$ cat config.mk
export PLATFORM = sky130hd
export DESIGN_NAME = gpu_cmd_queue
export DESIGN_NICKNAME = d
export VERILOG_FILES = /design/src/rtl/gpu_cmd_queue_pkg.sv /design/src/rtl/gpu_cmd_queue_fifo.sv /design/src/rtl/gpu_cmd_queue.sv
export SDC_FILE = /design/constraint.sdc
export NUM_CORES = 1
export LEC_CHECK = 0
export CAP_MARGIN = 20
export CORE_AREA = 2 2 242 244
export CTS_CLUSTER_DIAMETER = 200
export DETAILED_ROUTE_END_ITERATION = 10
export DIE_AREA = 0 0 244 246
export MAX_ROUTING_LAYER = met4
export PLACE_DENSITY_LB_ADDON = 0.12
export SYNTH_ARGS = -nofsm -noshare
export SYNTH_HDL_FRONTEND = slang
export SYNTH_SLANG_ARGS = --single-unit
$ cat constraint.sdc
create_clock -name clk -period 14.5 [get_ports clk]
set_input_delay 3.625 -clock clk [delete_from_list [all_inputs] [get_ports clk]]
set_output_delay 3.625 -clock clk [all_outputs]
set_load 0.02 [all_outputs]
$ cat src/rtl/gpu_cmd_queue_pkg.sv
// rtl/gpu_cmd_queue_pkg.sv - GPU opcode and command-queue shared types
package GPU_OpcodePackage;

  typedef enum logic [4:0] {
    OP_NOP   = 5'h00,
    OP_LOAD  = 5'h01,
    OP_STORE = 5'h02,
    OP_ADD   = 5'h03,
    OP_SUB   = 5'h04,
    OP_MUL   = 5'h05,
    OP_I2F   = 5'h06,
    OP_F2I   = 5'h07,
    OP_JMP   = 5'h08,
    OP_REP   = 5'h09,
    OP_NXI   = 5'h1F
  } GPU_Opcode_enum;

endpackage

package GPU_CmdPackage;
  import GPU_OpcodePackage::*;

  localparam int DATA_W = 16;
  localparam int GPC_W  = 13;
  localparam int AMT_W  = 8;

  typedef struct packed {
    GPU_Opcode_enum    instruction;
    logic [DATA_W-1:0] cpu_data;
    logic [DATA_W-1:0] int_to_fp;
    logic [GPC_W-1:0]  gpc_val_s;
    logic [GPC_W-1:0]  gpc_val_i;
    logic [AMT_W-1:0]  inc_a;
    logic [AMT_W-1:0]  inc_b;
    logic [AMT_W-1:0]  repeat_amt;
    logic              capture;
  } gpu_cmd_t;

  typedef enum logic [1:0] {IDLE, ISSUE, ACK, RUN} gpu_cmdq_state_e;

endpackage

$ cat src/rtl/gpu_cmd_queue_fifo.sv
// rtl/gpu_cmd_queue_fifo.sv - synchronous FIFO of gpu_cmd_t entries
module gpu_cmd_fifo
  import GPU_CmdPackage::*;
#(
  parameter int DEPTH = 8
) (
  input  logic                     clk,
  input  logic                     reset,
  input  logic                     push,
  input  logic                     pop,
  input  logic                     flush,
  input  gpu_cmd_t                 din,
  output logic                     full,
  output logic                     empty,
  output logic [$clog2(DEPTH):0]   count,
  output gpu_cmd_t                 head
);

  localparam int PW = $clog2(DEPTH);
  localparam int CW = PW + 1;

  gpu_cmd_t         mem [DEPTH];
  logic [PW-1:0]    wr_ptr;
  logic [PW-1:0]    rd_ptr;
  logic             do_push;
  logic             do_pop;
  logic [CW-1:0]    count_nxt;

  // Flush wins over everything; a full queue never accepts even if popping.
  always_comb begin
    do_push   = push && !full && !flush;
    do_pop    = pop && !empty && !flush;
    count_nxt = count;
    if (flush)
      count_nxt = '0;
    else if (do_push && !do_pop)
      count_nxt = count + 1'b1;
    else if (do_pop && !do_push)
      count_nxt = count - 1'b1;
  end

  always_ff @(posedge clk) begin
    if (reset) begin
      wr_ptr <= '0;
      rd_ptr <= '0;
      count  <= '0;
      full   <= 1'b0;
      empty  <= 1'b1;
    end else begin
      if (flush) begin
        wr_ptr <= '0;
        rd_ptr <= '0;
      end else begin
        if (do_push) wr_ptr <= wr_ptr + 1'b1;
        if (do_pop)  rd_ptr <= rd_ptr + 1'b1;
      end
      count <= count_nxt;
      full  <= (count_nxt == CW'(DEPTH));
      empty <= (count_nxt == '0);
    end
  end

  always_ff @(posedge clk) begin
    if (do_push) mem[wr_ptr] <= din;
  end

  assign head = mem[rd_ptr];

endmodule

$ cat src/rtl/gpu_cmd_queue.sv
// rtl/gpu_cmd_queue.sv - CPU-to-GPU16 command queue with issue FSM and result capture
module gpu_cmd_queue
  import GPU_OpcodePackage::*;
  import GPU_CmdPackage::*;
#(
  parameter int DEPTH       = 8,
  parameter int ACK_TIMEOUT = 4
) (
  input  logic                   clk,
  input  logic                   reset,
  input  logic                   cmd_push,
  input  logic                   cmd_capture,
  input  logic [4:0]             cmd_instruction,
  input  logic [15:0]            cmd_cpu_data,
  input  logic [15:0]            cmd_int_to_fp,
  input  logic [12:0]            cmd_gpc_val_s,
  input  logic [12:0]            cmd_gpc_val_i,
  input  logic [7:0]             cmd_inc_a,
  input  logic [7:0]             cmd_inc_b,
  input  logic [7:0]             cmd_repeat,
  input  logic                   flush,
  input  logic                   result_ack,
  input  logic                   gpu_busy,
  input  logic [15:0]            gpu_data_in,
  input  logic [15:0]            gpu_fp2i_in,
  output logic                   gpu_start,
  output logic [4:0]             instruction,
  output logic [15:0]            cpu_data,
  output logic [15:0]            int_to_fp,
  output logic [12:0]            gpc_val_s,
  output logic [12:0]            gpc_val_i,
  output logic [7:0]             gpc_inc_amount_a,
  output logic [7:0]             gpc_inc_amount_b,
  output logic [7:0]             repeat_op_amount,
  output logic                   full,
  output logic                   empty,
  output logic [$clog2(DEPTH):0] count,
  output logic                   overflow,
  output logic                   result_valid,
  output logic [15:0]            result_data,
  output logic [15:0]            result_fp2i,
  output logic                   cmd_done,
  output logic                   idle
);

  localparam int TW = $clog2(ACK_TIMEOUT + 1);

  gpu_cmd_t        new_cmd;
  gpu_cmd_t        head;
  gpu_cmdq_state_e state;
  logic [TW-1:0]   ack_cnt;
  logic            cap_r;
  logic            fifo_pop;
  logic            completing;

  always_comb begin
    new_cmd             = '0;
    new_cmd.instruction = GPU_Opcode_enum'(cmd_instruction);
    new_cmd.cpu_data    = cmd_cpu_data;
    new_cmd.int_to_fp   = cmd_int_to_fp;
    new_cmd.gpc_val_s   = cmd_gpc_val_s;
    new_cmd.gpc_val_i   = cmd_gpc_val_i;
    new_cmd.inc_a       = cmd_inc_a;
    new_cmd.inc_b       = cmd_inc_b;
    new_cmd.repeat_amt  = cmd_repeat;
    new_cmd.capture     = cmd_capture;
  end

  gpu_cmd_fifo #(.DEPTH(DEPTH)) u_fifo (
    .clk   (clk),
    .reset (reset),
    .push  (cmd_push),
    .pop   (fifo_pop),
    .flush (flush),
    .din   (new_cmd),
    .full  (full),
    .empty (empty),
    .count (count),
    .head  (head)
  );

  assign fifo_pop = (state == IDLE) && !empty;
  assign idle     = (state == IDLE) && empty;

  // A command finishes either when the GPU drops busy in RUN or when it never raised it.
  assign completing = ((state == ACK) && !gpu_busy && (ack_cnt == TW'(ACK_TIMEOUT - 1))) ||
                      ((state == RUN) && !gpu_busy);

  always_ff @(posedge clk) begin
    if (reset)
      overflow <= 1'b0;
    else if (cmd_push && full && !flush)
      overflow <= 1'b1;
  end

  always_ff @(posedge clk) begin
    if (reset) begin
      state            <= IDLE;
      ack_cnt          <= '0;
      cap_r            <= 1'b0;
      gpu_start        <= 1'b0;
      instruction      <= '0;
      cpu_data         <= '0;
      int_to_fp        <= '0;
      gpc_val_s        <= '0;
      gpc_val_i        <= '0;
      gpc_inc_amount_a <= '0;
      gpc_inc_amount_b <= '0;
      repeat_op_amount <= '0;
    end else begin
      case (state)
        IDLE: begin
          if (!empty) begin
            instruction      <= head.instruction;
            cpu_data         <= head.cpu_data;
            int_to_fp        <= head.int_to_fp;
            gpc_val_s        <= head.gpc_val_s;
            gpc_val_i        <= head.gpc_val_i;
            gpc_inc_amount_a <= head.inc_a;
            gpc_inc_amount_b <= head.inc_b;
            repeat_op_amount <= head.repeat_amt;
            cap_r            <= head.capture;
            gpu_start        <= 1'b1;
            state            <= ISSUE;
          end
        end
        ISSUE: begin
          if (!gpu_busy) begin
            gpu_start <= 1'b0;
            ack_cnt   <= '0;
            state     <= ACK;
          end
        end
        ACK: begin
          if (gpu_busy)
            state <= RUN;
          else if (completing)
            state <= IDLE;
          else
            ack_cnt <= ack_cnt + 1'b1;
        end
        RUN: begin
          if (!gpu_busy) state <= IDLE;
        end
        default: state <= IDLE;
      endcase
    end
  end

  // Capture beats a same-cycle acknowledge so a fresh result is never lost.
  always_ff @(posedge clk) begin
    if (reset) begin
      cmd_done     <= 1'b0;
      result_valid <= 1'b0;
      result_data  <= '0;
      result_fp2i  <= '0;
    end else begin
      cmd_done <= completing;
      if (completing && cap_r) begin
        result_valid <= 1'b1;
        result_data  <= gpu_data_in;
        result_fp2i  <= gpu_fp2i_in;
      end else if (result_ack) begin
        result_valid <= 1'b0;
      end
    end
  end

endmodule

==> results.json <==
{
  "whs_ns": 0.452,
  "gp_congestion": 0.773,
  "cts.sinks": 845,
  "slowest_stage": "buf_4",
  "cts_max_path_buffers": 3,
  "arrival_ns": 7.06,
  "cts_root_buffer": "clkbuf_16",
  "crit_fanout": 38,
  "path_common_cell": "buf_4",
  "antenna_found_initial": 8,
  "syn_to_final_growth_pct": 19.9,
  "synthFlopType": "edfxtp_1",
  "drive_gt1_share_pct": 18.0,
  "post-dp-hpwl_um": 35100,
  "fp.coreArea_um2": 57400,
  "slew_viol_final": 0,
  "initial_core_util_pct": 54.7,
  "synth_edf_count": 704,
  "hold_end": "result_data[10]",
  "ys_warn_count": 0,
  "crit_path_max_incr_delay_ns": 0.66,
  "post-route-period-util_pct": 47.0,
  "async_flop_share_pct": 0,
  "overflow": 0,
  "min_from": "result_data[10]",
  "route.detailed.drc": 0,
  "hold_class": "reg2reg",
  "die-area_um2": 60000,
  "place_inst": 2530,
  "post_cts_resize_count": 0,
  "drt_iter0_drc": 1095,
  "totalWireLength_um": 63700,
  "rsz0062_at_grt": "no",
  "vias": 15400,
  "syn_inst": 1583,
  "rows": 88,
  "min_period_ns": 6.81,
  "viasPerCell": 5.72,
  "power_w": 0.00521,
  "io_buffers": 255,
  "worst_pin_slew_ns": 1.09,
  "drtAntennaViolNets": 0,
  "die_x_um": 244,
  "netlist_area_um2": 31400,
  "firstDrtPassIters": 4,
  "reg2reg_depth": 6,
  "cp-end-kind": "register",
  "stdcell_count": 2699,
  "final.setup.tns_ns": 0,
  "setup_violations": 0,
  "grt_pass1_wl_um": 97100,
  "synth_cell_types": 38,
  "status": "finished clean",
  "cts_hold_buffers": 0,
  "post_drt_wl_per_cell_um": 23.6,
  "cap_violations": 0,
  "leakage_nw": 11.5,
  "cpLargestDelayFamily": "buffers and inverters",
  "start_kind": "primary input",
  "ys_ff_latch": 845,
  "synth_area_per_cell_um2": 19.8,
  "hold_viol": 0,
  "track_usage_pct": 22.3,
  "grt_max_degree": 185,
  "synth-seq-area-share_pct": 76.4,
  "ir_worst_vdd_mv": 0.117,
  "path_buf_inv": 3,
  "power.density_nw_per_um2": 139,
  "maxSlewHeadroom_pct": 27.2,
  "rr_startpoint": "u_fifo.rd_ptr[0]",
  "min_path_cells": 2,
  "syn_nets": 1715,
  "path_cells": "clkdlybuf4s50_1 > nor2b_1 > nand3_1 > nor2_4 > buf_4 > buf_4",
  "critPathRequiredTime_ns": 14.75,
  "skew_ns": 0.0218,
  "cts_tree": "yes",
  "ios": 256,
  "grt_pass1_vias": 16200,
  "clk_pin_slew_worst_paths_ns": 0.06,
  "cts_max_level": 3,
  "rrSetupSlack_ns": 10.78,
  "numCtsBuffers": 86,
  "final_util_pct": 65.5,
  "final_nets": 1987,
  "path_class": "in2reg",
  "cts_setup_buffers": 0,
  "fmax_mhz": 147,
  "r2r_end": "gpc_inc_amount_b[6]",
  "die_h_um": 246,
  "clock_latency_ns": 0.63
}
## synth_stat cells, types with 2 or more instances
cell type	count	area (µm²)
edfxtp_1	704	21100
mux4_2	176	3960
dfxtp_1	141	2820
nor2_1	113	424
a211oi_1	90	676
mux2i_1	90	901
nand2_1	75	282
a21oi_1	40	200
clkbuf_1	40	150
buf_2	35	175
buf_4	11	82.6
buf_6	11	124
ha_1	6	75.1
nand2b_1	6	37.5
nand3_1	5	25.0
o21ai_0	5	25.0
inv_1	4	15.0
nor3_1	4	20.0
xnor2_1	3	26.3
xor2_1	3	26.3
nor3b_1	2	15.0
o21a_1	2	15.0
or3_1	2	12.5
## power breakdown
part	switching, W	total (W)	internal, W
Sequential	0.0000265	0.00270	0.00267
Clock	0.000887	0.00222	0.00133
Combinational	0.000156	0.000294	0.000139
## routing by layer
metal,global-route usage (%),up-vias,wire [µm]
met3,3.79,97,3290
met5,-,-,0
met4,7.37,0,1440
met1,29.6,7985,27100
li1,-,6943,-
met2,35.6,411,31800
## cells by family after synthesis
logic type	count (synthesis)	synth area share [%]
compound gates	142	3.04
xor+xnor	6	0.168
fa+ha+maj	6	0.239
buf+inv	101	1.74
flops	845	76.4
mux	266	15.5
simple gates	217	2.88
## through the flow
stage / worst slack [ns] / area, µm²
global route: 7.44 / 37600
finish: 7.69 / 37600
CTS: 7.65 / 37500
floorplan: 3.70 / 31400
global placement: 7.08 / 34600
detailed placement: 6.99 / 34600
## cell usage in the layout, fill, tap and decap left out, drive strengths merged, types with 6 or more instances in the layout
master,Yosys,layout
a211oi,90,90
bufinv,0,9
a21oi,40,40
ha,6,6
clkbuf,40,116
clkinv,0,27
nand2b,6,6
inv,4,7
dfxtp,141,141
nor2,113,113
buf,57,26
edfxtp,704,704
mux4,176,176
mux2i,90,90
clkdlybuf4s50,0,254
diode,0,8
nand2,75,75
## worst max-delay path by stage
stage / startpoint / to / cells past startpoint
floorplan: cmd_push / u_fifo.mem[0][0] / 4
global placement: cmd_push / u_fifo.mem[5][18] / 6
detailed placement: cmd_push / u_fifo.mem[5][18] / 6
CTS: cmd_push / u_fifo.mem[5][24] / 6
global route: cmd_push / u_fifo.mem[5][27] / 6
finish: cmd_push / u_fifo.mem[5][71] / 6
## state kept, by name, indices dropped and copies added (netlist names), 4 cells and up
| name | count |
|---|---|
| gpc_val_i | 13 |
| cpu_data | 16 |
| gpc_inc_amount_a | 8 |
| gpc_inc_amount_b | 8 |
| result_data | 16 |
| u_fifo.mem | 704 |
| int_to_fp | 16 |
| instruction | 5 |
| result_fp2i | 16 |
| gpc_val_s | 13 |
| repeat_op_amount | 8 |
| u_fifo.count | 4 |
## layout make-up
class	count	area [µm²]
Tap cell	765	957
Clock buffer	115	2400
Sequential cell	845	24000
Fill cell	3822	19800
Clock inverter	44	477
Inverter	4	15.0
Antenna cell	8	20.0
Multi-Input combinational cell	637	6910
Timing Repair Buffer	281	2840
## worst reg2reg max path, delay by kind of cell (launching register included)
family	cells	cell delay, ns
buffers and inverters	3	1.54
AO/OA/AOI/OAI	1	0.13
multiplexers	2	0.98
flip-flops	1	0.93
(Power assumes the default switching activity.)
